$ cat src/rtl/gf26_mul_array_arbiter_if.sv
// Bundle of requester-side and multiplier-side signals for the GF(2^6) multiplier arbiter.
// The slave modport is the arbiter's view; the master modport drives requests and the multiplier response.
interface gf26_mul_array_arbiter_if #(
    parameter int NUM_REQ = 3
);
    logic [NUM_REQ-1:0]    req_start;
    logic [NUM_REQ*54-1:0] req_x;
    logic [NUM_REQ*48-1:0] req_y;
    logic [NUM_REQ-1:0]    req_done;
    logic [53:0]           req_res;
    logic                  busy;
    logic                  protocol_err;
    logic                  timeout_err;
    logic                  mul_start;
    logic [53:0]           mul_x;
    logic [47:0]           mul_y;
    logic                  mul_flag;
    logic [53:0]           mul_res;

    modport master (
        output req_start, req_x, req_y, mul_flag, mul_res,
        input  req_done, req_res, busy, protocol_err, timeout_err, mul_start, mul_x, mul_y
    );

    modport slave (
        input  req_start, req_x, req_y, mul_flag, mul_res,
        output req_done, req_res, busy, protocol_err, timeout_err, mul_start, mul_x, mul_y
    );
endinterface

$ cat src/rtl/gf26_mul_array_arbiter.sv
// Round-robin arbiter sharing one gf26_mul_array between NUM_REQ decoder stages,
// with operand buffering, start/flag sequencing and a watchdog on the multiplier.
module gf26_mul_array_arbiter #(
    parameter int NUM_REQ     = 3,
    parameter int TIMEOUT_CYC = 255
) (
    input logic clk,
    input logic resetN,
    gf26_mul_array_arbiter_if.slave bus
);
    localparam int GW = (NUM_REQ > 1) ? $clog2(NUM_REQ) : 1;
    localparam logic [GW-1:0]      LAST_INIT = GW'(NUM_REQ - 1);
    localparam logic [7:0]         TO_LAST   = 8'(TIMEOUT_CYC - 1);
    localparam logic [NUM_REQ-1:0] ONE_HOT0  = NUM_REQ'(1);

    typedef enum logic [1:0] {
        IDLE    = 2'd0,
        ISSUE   = 2'd1,
        WAIT    = 2'd2,
        DELIVER = 2'd3
    } state_t;

    state_t               state_q, state_d;
    logic [NUM_REQ-1:0]   pending_q, pending_d;
    logic [53:0]          buf_x_q [NUM_REQ];
    logic [53:0]          buf_x_d [NUM_REQ];
    logic [47:0]          buf_y_q [NUM_REQ];
    logic [47:0]          buf_y_d [NUM_REQ];
    logic [GW-1:0]        grant_q, grant_d;
    logic [GW-1:0]        last_grant_q, last_grant_d;
    logic [7:0]           cnt_q, cnt_d;
    logic [NUM_REQ-1:0]   req_done_q, req_done_d;
    logic [53:0]          req_res_q, req_res_d;
    logic                 mul_start_q, mul_start_d;
    logic                 busy_q, busy_d;
    logic                 perr_q, perr_d;
    logic                 terr_q, terr_d;

    logic [GW-1:0]        rot_idx;
    logic [GW-1:0]        rr_pick;
    logic                 rr_hit;
    logic [NUM_REQ-1:0]   start_ok;

    // Round-robin pick: first pending index after last_grant (downward scan so the nearest wins).
    always_comb begin
        rot_idx = last_grant_q;
        rr_pick = last_grant_q;
        rr_hit  = |pending_q;
        for (int k = NUM_REQ; k >= 1; k--) begin
            rot_idx = GW'((int'(last_grant_q) + k) % NUM_REQ);
            rr_pick = pending_q[rot_idx] ? rot_idx : rr_pick;
        end
    end

    // Next-state, request capture and output computation.
    always_comb begin
        state_d      = state_q;
        pending_d    = pending_q;
        buf_x_d      = buf_x_q;
        buf_y_d      = buf_y_q;
        grant_d      = grant_q;
        last_grant_d = last_grant_q;
        cnt_d        = cnt_q;
        req_done_d   = {NUM_REQ{1'b0}};
        req_res_d    = req_res_q;
        mul_start_d  = 1'b0;
        perr_d       = perr_q;
        terr_d       = terr_q;
        start_ok     = {NUM_REQ{1'b0}};

        case (state_q)
            IDLE: begin
                if (rr_hit) begin
                    grant_d     = rr_pick;
                    mul_start_d = 1'b1;
                    state_d     = ISSUE;
                end else begin
                    state_d = IDLE;
                end
            end
            ISSUE: begin
                cnt_d   = 8'd0;
                state_d = WAIT;
            end
            WAIT: begin
                if (bus.mul_flag) begin
                    req_res_d  = bus.mul_res;
                    req_done_d = ONE_HOT0 << grant_q;
                    state_d    = DELIVER;
                end else if (cnt_q == TO_LAST) begin
                    terr_d     = 1'b1;
                    req_res_d  = 54'd0;
                    req_done_d = ONE_HOT0 << grant_q;
                    state_d    = DELIVER;
                end else begin
                    cnt_d = cnt_q + 8'd1;
                end
            end
            DELIVER: begin
                pending_d[grant_q] = 1'b0;
                last_grant_d       = grant_q;
                state_d            = IDLE;
            end
            default: begin
                state_d = IDLE;
            end
        endcase

        // Capture is applied after the DELIVER clear so a same-cycle restart is kept.
        for (int i = 0; i < NUM_REQ; i++) begin
            start_ok[i]  = bus.req_start[i] &
                           (~pending_q[i] | ((state_q == DELIVER) && (grant_q == GW'(i))));
            pending_d[i] = pending_d[i] | start_ok[i];
            buf_x_d[i]   = start_ok[i] ? bus.req_x[i*54 +: 54] : buf_x_d[i];
            buf_y_d[i]   = start_ok[i] ? bus.req_y[i*48 +: 48] : buf_y_d[i];
            perr_d       = perr_d | (bus.req_start[i] & ~start_ok[i]);
        end

        busy_d = (|pending_d) || (state_d != IDLE);
    end

    // State and output registers with synchronous active-low reset.
    always_ff @(posedge clk) begin
        if (!resetN) begin
            state_q      <= IDLE;
            pending_q    <= {NUM_REQ{1'b0}};
            grant_q      <= {GW{1'b0}};
            last_grant_q <= LAST_INIT;
            cnt_q        <= 8'd0;
            req_done_q   <= {NUM_REQ{1'b0}};
            req_res_q    <= 54'd0;
            mul_start_q  <= 1'b0;
            busy_q       <= 1'b0;
            perr_q       <= 1'b0;
            terr_q       <= 1'b0;
            for (int i = 0; i < NUM_REQ; i++) begin
                buf_x_q[i] <= 54'd0;
                buf_y_q[i] <= 48'd0;
            end
        end else begin
            state_q      <= state_d;
            pending_q    <= pending_d;
            grant_q      <= grant_d;
            last_grant_q <= last_grant_d;
            cnt_q        <= cnt_d;
            req_done_q   <= req_done_d;
            req_res_q    <= req_res_d;
            mul_start_q  <= mul_start_d;
            busy_q       <= busy_d;
            perr_q       <= perr_d;
            terr_q       <= terr_d;
            buf_x_q      <= buf_x_d;
            buf_y_q      <= buf_y_d;
        end
    end

    assign bus.req_done     = req_done_q;
    assign bus.req_res      = req_res_q;
    assign bus.busy         = busy_q;
    assign bus.protocol_err = perr_q;
    assign bus.timeout_err  = terr_q;
    assign bus.mul_start    = mul_start_q;
    assign bus.mul_x        = buf_x_q[grant_q];
    assign bus.mul_y        = buf_y_q[grant_q];
endmodule

$ cat src/flat_wrapper.sv
// flat-port wrapper written by rule: the top's interface ports become plain ports
module gf26_mul_array_arbiter_flat 
#(
    parameter int NUM_REQ     = 3,
    parameter int TIMEOUT_CYC = 255
)
  (clk, resetN, bus_req_start, bus_req_x, bus_req_y, bus_mul_flag, bus_mul_res, bus_req_done, bus_req_res, bus_busy, bus_protocol_err, bus_timeout_err, bus_mul_start, bus_mul_x, bus_mul_y);
  gf26_mul_array_arbiter_if #(.NUM_REQ(NUM_REQ)) bus_i ();
  input logic clk;
  input logic resetN;
  input wire logic [$bits(bus_i.req_start)-1:0] bus_req_start;
  input wire logic [$bits(bus_i.req_x)-1:0] bus_req_x;
  input wire logic [$bits(bus_i.req_y)-1:0] bus_req_y;
  input wire logic [$bits(bus_i.mul_flag)-1:0] bus_mul_flag;
  input wire logic [$bits(bus_i.mul_res)-1:0] bus_mul_res;
  output wire logic [$bits(bus_i.req_done)-1:0] bus_req_done;
  output wire logic [$bits(bus_i.req_res)-1:0] bus_req_res;
  output wire logic [$bits(bus_i.busy)-1:0] bus_busy;
  output wire logic [$bits(bus_i.protocol_err)-1:0] bus_protocol_err;
  output wire logic [$bits(bus_i.timeout_err)-1:0] bus_timeout_err;
  output wire logic [$bits(bus_i.mul_start)-1:0] bus_mul_start;
  output wire logic [$bits(bus_i.mul_x)-1:0] bus_mul_x;
  output wire logic [$bits(bus_i.mul_y)-1:0] bus_mul_y;
  assign bus_i.req_start = bus_req_start;
  assign bus_i.req_x = bus_req_x;
  assign bus_i.req_y = bus_req_y;
  assign bus_i.mul_flag = bus_mul_flag;
  assign bus_i.mul_res = bus_mul_res;
  assign bus_req_done = bus_i.req_done;
  assign bus_req_res = bus_i.req_res;
  assign bus_busy = bus_i.busy;
  assign bus_protocol_err = bus_i.protocol_err;
  assign bus_timeout_err = bus_i.timeout_err;
  assign bus_mul_start = bus_i.mul_start;
  assign bus_mul_x = bus_i.mul_x;
  assign bus_mul_y = bus_i.mul_y;
  gf26_mul_array_arbiter #(.NUM_REQ(NUM_REQ), .TIMEOUT_CYC(TIMEOUT_CYC)) u_core (.clk(clk), .resetN(resetN), .bus(bus_i));
endmodule
$ cat config.mk
export PLATFORM = sky130hd
export DESIGN_NAME = gf26_mul_array_arbiter_flat
export DESIGN_NICKNAME = d
export VERILOG_FILES = /design/src/rtl/gf26_mul_array_arbiter_if.sv /design/src/rtl/gf26_mul_array_arbiter.sv /design/src/flat_wrapper.sv
export SDC_FILE = /design/constraint.sdc
export NUM_CORES = 1
export LEC_CHECK = 0
export BUFFER_PORTS_ARGS = -buffer_cell sky130_fd_sc_hd__buf_4
export CAP_MARGIN = 20
export CORE_AREA = 3 3 207 209
export DETAILED_ROUTE_END_ITERATION = 16
export DIE_AREA = 0 0 210 212
export SETUP_SLACK_MARGIN = 0.3
export SLEW_MARGIN = 15
export SYNTH_ARGS = -nofsm -noshare
export SYNTH_HDL_FRONTEND = slang
export SYNTH_SLANG_ARGS = --single-unit
$ cat constraint.sdc
create_clock -name clk -period 3.6 [get_ports clk]
set_input_delay 0.18 -clock clk [delete_from_list [all_inputs] [get_ports clk]]
set_output_delay 0.18 -clock clk [all_outputs]
set_load 0.005 [all_outputs]
==> results of run 1 <==
## per-stage QoR
stage / total power, mW / cell area (um2) / hold slack (ps) / setup WS (ps)
2_1_floorplan: 6.34 / 16400 / 304 / 1910
4_1_cts: 12.7 / 25900 / 53.4 / 757
3_3_place_gp: 7.58 / 20700 / 398 / 1290
3_5_place_dp: 7.62 / 20700 / 401 / 1250
5_1_grt: 13.2 / 25900 / 90.7 / 634
6_report: 12.6 / 25900 / 93.6 / 775
## power by group
part	switching, mW	internal (mW)	total [mW]
combinational	1.47	1.58	3.05
sequential	0.261	4.58	4.84
clock	1.77	2.91	4.69
## flip-flops by register name, indices dropped and copies added (netlist names)
signal                   flops
u_core.bus.req_res          54
u_core.bus.req_done          3
u_core.bus.timeout_err       1
u_core.state_q               2
u_core.buf_x_q             162
u_core.bus.protocol_err      1
u_core.bus.mul_start         1
u_core.bus.busy              1
u_core.grant_q               2
u_core.buf_y_q             144
u_core.cnt_q                 8
u_core.pending_q             3
u_core.last_grant_q          2
## worst max-delay path, stage by stage, from the launching register on
cell and delay [ps]:
dfxtp_4 520, nor2_4 610, buf_12 310, buf_12 240
nand2_1 70, o21ai_0 130, buf_4 170
## how the worst min path moves through the flow
| stage | endpoint | cells after the start |
|---|---|---|
| floorplan | u_core.pending_q[1] | 1 |
| global placement | u_core.bus.req_res[14] | 2 |
| detailed placement | u_core.bus.req_res[9] | 2 |
| CTS | u_core.state_q[0] | 3 |
| global route | u_core.state_q[0] | 3 |
| finish | u_core.state_q[0] | 3 |
## layer usage
metal,vias to the layer above,wire (um),global-route usage (%)
met5,-,13,0
met4,2,1350,6.46
met3,95,4020,6.76
met2,503,28100,43.4
met1,7557,25200,31.9
li1,7817,-,-
## timing repair
| action | in CTS | in global routing |
|---|---|---|
| endpoints found under the hold margin | 374 | 0 |
| endpoints found under the setup margin | 0 | 0 |
| hold buffers | 367 | 0 |
## placed cells by master, fill, tap and decap left out, types with 5 or more instances in the layout
master	count
buf_12	9
a21boi_1	160
buf_4	540
dfxtp_1	382
dlygate4sd3_1	367
a22o_1	54
mux2i_1	207
nor2_1	8
clkbuf_1	7
clkinv_2	5
nand2_1	520
o21a_1	6
nor2b_1	106
clkbuf_8	8
bufinv_16	6
clkbuf_16	46
ha_1	10
a21boi_0	46
o21ai_0	104
inv_1	11
a21oi_1	10
## logic make-up after synthesis
kind of cell    Yosys count
mux                     208
fa+ha+maj                10
flops                   384
xor+xnor                  3
buf+inv                 152
simple gates            668
compound gates          407
## layout make-up
| cell class | count | area share (%) |
|---|---|---|
| sequential | 384 | 29.7 |
| multi-input combinational | 1296 | 30.9 |
| clock inverter | 14 | 0.880 |
| antenna | 4 | 0.0387 |
| inverter | 12 | 0.174 |
| clock buffer | 61 | 4.97 |
| timing repair buffer | 918 | 30.7 |
| tap | 532 | 2.57 |
==> results.md, run 1 <==
* Worst setup startpoint: u_core.grant_q[1]
* Main combinational cell family by area after synthesis: simple AND/OR/NAND/NOR gates
* Hpwl dp at 37700 um
* DRC violation count after routing at 0
* Post-CTS sizing at 0
* Later-pin clock latency in the skew report at about 560 ps
* Placed Instances at 2775
* Pre-Repair DR Iteration Count at 5
* Ys flop type: dfxtp_1
* Register area at 7690 um2
* First-pass GRT wire length at roughly 90000 um
* Gpl congestion at 0.810
* CTS tree: done
* Synth Area in Adders at 0.763%
* Initial antenna violation count at 5
* Multi-input logic area at 8010 um2
* Synthesized area per cell at roughly 8.9 um2
* Min-delay worst type: input port to flip-flop
* Area Growth Syn to Fin at 57.9%
* Max Cap Violations at 0
* CTS max path bufs at 3
* Starting Density at 40.0%
* Share of cells above drive strength 1 at 23.5%
* Fill cells at 3372
* CTS clk-pin slew, worst paths at 60 ps
* Tcrit/Tclk final at 78.5%
* Synth Area in Compound Gates at between 15 and 20%
* Core area at 41000 um2
* Pwr Density at between 400 and 500 nW/um2
* Most frequent cells after synthesis: 520 x nand2_1, 384 x dfxtp_1, 207 x mux2i_1, 161 x a21boi_1, 106 x nor2b_1
* Status: finished, final reports clean
* Simple-Gate Fraction of Synth Area at 17.5%
* Non-filler instance count after layout at roughly 3200
* Post-synth top area cell: dfxtp_1
* Routed Antenna Nets at 0
* Finished Core Util at 63.1%
* IO Port Bufs at 528
* Clk root buf: clkbuf_16
* H-tree lvl count at 2
* Setup TNS at 0 ps
* Drt via density at 4.96
* Yosys warns at 0
* Top cells by area, synth: dfxtp_1 47%, mux2i_1 13%, nand2_1 12%
* HP Start: bus_mul_flag
* Grt total ovfl at 0
* Final Max Tran Viols at 0
* Iter 0 DRT Violations at 957
* CP Data Required Time at 3420 ps
* Total CTS buffers at 44
* Synthesized area at 16400 um2
* Crit path to: bus_mul_y[16]
* RSZ-0062 raised after global routing: false
* Worst setup path category: flip-flop to primary output
* Die H at 212 um
* Worst Skew at slightly below 8 ps
* XOR/XNOR Fraction of Synth Area at 0.160%
* Final hold violation count at 0
* Register-to-Register Path Depth at 5
* FF-to-FF End: u_core.buf_y_q[39]
* Post CTS Setup Buffer Count at 0
* Max-slew headroom at 33.2%
* WP data arrival at 2640 ps
* Post-synth EDFFs at 0
* I/O pins at 529
* Yosys cell types at 51
* CP Capture Type: primary output
* Async SR Flop Fraction at 0%
* Drt wl/cell at between 15 and 20 um
* Reg-to-Reg Start: u_core.grant_q[1]
* Num rows at 74
* Crit path time final at 2820 ps
* Total track usage at 25.3%
* Register bit total from synthesis at 384
* Setup Viol. Count Final at 0
* Post-synthesis cell count at 1832
* Sequential area share after synthesis at 46.9%
* Peak supply drop at 0.324 mV
* Leak Pwr at 10.9 nW
* Total die area at 44500 um2
* Largest net degree at the start of global routing at 181
* Most common cell in the netlist: nand2_1
* Routed wire length at 58700 um
* Syn_nets at 2208
* CP startpoint kind: flip-flop
* Vias in the first global route at 16600
* Die width at between 200 and 250 um
* Reg2reg setup slack at 1150 ps
* Max Clk Rate at 0.354 GHz
* Slew @ Worst Pin at 1000 ps
* Nets at 3032
* Mux cell area share after synthesis at between 10% and 20%
* Vias at roughly 16000
* Share of the synthesized area in the top cell type at 46.9%
* CTS Sinks at 384
* Crit-path max FO at 33
No activity file was read; power rests on OpenSTA's default activity.
==> run 2, diff against run 1 <==
==> constraint.sdc (replaced) <==
create_clock -name clk -period 2.78 [get_ports clk]
set_input_delay 0.139 -clock clk [delete_from_list [all_inputs] [get_ports clk]]
set_output_delay 0.139 -clock clk [all_outputs]
set_load 0.005 [all_outputs]
==> run 2 against run 1 <==
  * Wire length rose by 1.6%
  * Cell count rose by 0.28%
  * Register-to-register slack got worse by 510 ps
  * Worst hold slack improved by 260 ps
  * Combinational power rose by 33%
  * First-iteration DRC count fell by 2.0%
  * Critical endpoint is now bus_mul_y[4]
  * Largest cell class unchanged
==> results.md, run 2 (synthesized netlist as in run 1, its figures left out) <==
* Hpwl dp at 37100 um (-1.6%)
* H-tree lvl count at 2 (unchanged)
* Area Growth Syn to Fin at 57.5%
* Setup TNS at 0 ps (unchanged)
* Num rows at 74 (unchanged)
* Die width at 210 um (unchanged)
* CP Data Required Time at 2640 ps (-780 ps)
* Tcrit/Tclk final at 86.7%
* Buffer and inverter count on the worst path at 3 (unchanged)
* Starting Density at 40.0% (unchanged)
* Max Cap Violations at 0 (unchanged)
* Non-filler instance count after layout at 3230 (+0.28%)
* Initial antenna violation count at 12 (+7)
* Nets at 3034 (+0.066%)
* First-pass GRT wire length at 90500 um (-0.39%)
* HP Start: bus_mul_res[21]
* Worst Skew at 14.4 ps (+6.50 ps)
* Leak Pwr at 10.8 nW (-0.42%)
* Min-delay worst type: input port to flip-flop
* Min Hold Slack at 354 ps (+260 ps)
* IO Port Bufs at 528 (unchanged)
* Routed wire length at 59600 um (+1.6%)
* Total die area at 44500 um2 (unchanged)
* Largest Register: u_core.buf_x_q
* Number of flip-flops in the largest register at 162 (unchanged)
* Reg-to-Reg Start: u_core.cnt_q[0]
* Placed Instances at 2776 (+0.036%)
* Pre-Repair DR Iteration Count at 5 (unchanged)
* Max Clk Rate at between 0.4 and 0.5 GHz
* Most common cell after layout, fill and taps aside: buf_4
* Largest net degree at the start of global routing at 159 (-12%)
* Total CTS buffers at 43 (-2.3%)
* Total track usage at 25.3% (about the same)
* Max-slew headroom at 58.5% (+25 points)
* DRC violation count after routing at 0 (unchanged)
* Crit path time final at 2410 ps
* CP max stage delay at 510 ps (-100 ps)
* Peak supply drop at 0.468 mV (+45%)
* Pwr Density at 616 nW/um2 (+27%)
* Slew @ Worst Pin at 616 ps (-386 ps)
* Share of cells above drive strength 1 at 23.4% (-0.16 points)
* Gpl congestion at 0.869 (+7.3%)
* Core area at 41000 um2 (unchanged)
* Status: finished, final reports clean
* Final hold violation count at 0 (unchanged)
* CTS clk-pin slew, worst paths at 60 ps (about the same)
* Multi-input logic area at 8010 um2 (unchanged)
* Worst setup path category: flip-flop to primary output
* Vias in the first global route at 16400 (-0.69%)
* RSZ-0062 raised after global routing: false
* CP Capture Type: primary output
* I/O pins at 529 (unchanged)
* CTS tree: done
* Drt via density at 4.97 (+0.25%)
* CTS Sinks at 384 (unchanged)
* Fill cells at 3372 (unchanged)
* Worst setup startpoint: u_core.grant_q[0]
* Register area at 7690 um2 (unchanged)
* Clk root buf: clkbuf_16
* CTS max path bufs at 3 (unchanged)
* Reg2reg setup slack at 640 ps (-510 ps)
* Routed Antenna Nets at 0 (unchanged)
* Most frequent cells in the layout: 539 x buf_4, 520 x nand2_1, 382 x dfxtp_1
* Setup Viol. Count Final at 0 (unchanged)
* Final Max Tran Viols at 0 (unchanged)
* Max stage delay cell, worst path: dfxtp_4
* WP data arrival at 2270 ps (-370 ps)
* Crit-path max FO at 41 (+24%)
* Grt total ovfl at 0 (unchanged)
* Vias at 16100 (+0.53%)
* Drt wl/cell at 18.5 um (+1.3%)
* CP startpoint kind: flip-flop
* Iter 0 DRT Violations at 938 (-2.0%)
* CP top delay family: buffers and inverters
* CP Cell Sequence: inv_2, nor2_4, clkbuf_16, nand2_1, o21ai_0, buf_4
* Die H at 212 um (unchanged)
* Later-pin clock latency in the skew report at 560 ps (about the same)
run 2: layout make-up:
| class | count | share of cell area (%) |
|---|---|---|
| Inverter | 12 | 0.174 |
| Sequential cell | 384 | 29.8 |
| Multi-Input combinational cell | 1296 | 31.0 |
| Clock buffer | 67 | 5.07 |
| Antenna cell | 12 | 0.116 |
| Clock inverter | 6 | 0.213 |
| Timing Repair Buffer | 921 | 31.0 |
| Tap cell | 532 | 2.58 |
run 2: report_power, final:
part	internal [mW]	switching [mW]
Clock	3.31	2.26
Sequential	5.93	0.319
Combinational	2.10	1.97
Total	11.3	4.56
run 2: final timing paths:
| path | cells past startpoint | endpoint |
|---|---|---|
| worst max-delay path | 6 | bus_mul_y[4] |
| worst min-delay path | 3 | u_core.bus.req_res[21] |
| worst min register to register | 2 | u_core.buf_x_q[156] |
| worst max register to register | 7 | u_core.bus.req_res[0] |
run 2: repair_timing:
| action | 4_1_cts | 5_1_grt |
|---|---|---|
| buffers inserted | 1 | 1 |
| setup endpoints to repair | 4 | 10 |
| cloned | 0 | 1 |
| resized for setup | 1 | 1 |
| hold endpoints to repair | 368 | 0 |
| hold buffers | 366 | 0 |
run 2: metrics by stage:
step	setup slack [ps]	instance area (um2)	util, %	total power, mW
after global routing	301	25800	62.9	16.6
final	370	25800	62.9	15.9
after global placement	682	20700	50.5	9.87
after CTS	239	25800	62.8	16.0
after floorplan	1090	16400	-	8.21
after detailed placement	658	20700	50.5	9.90
run 2: metal layers:
metal	wire length, um	vias up	track usage, %
met1	24900	7593	31.1
li1	-	7824	-
met4	1810	2	9.09
met5	13	-	0
met2	29000	533	43.9
met3	3950	107	5.89
run 2: worst register-to-register path, stage by stage (launching register included):
cell	delay, ps
dfxtp_1	390
inv_1	70
ha_1	220
and3_1	250
a21o_1	240
a21boi_4	150
buf_4	470
a22o_1	290
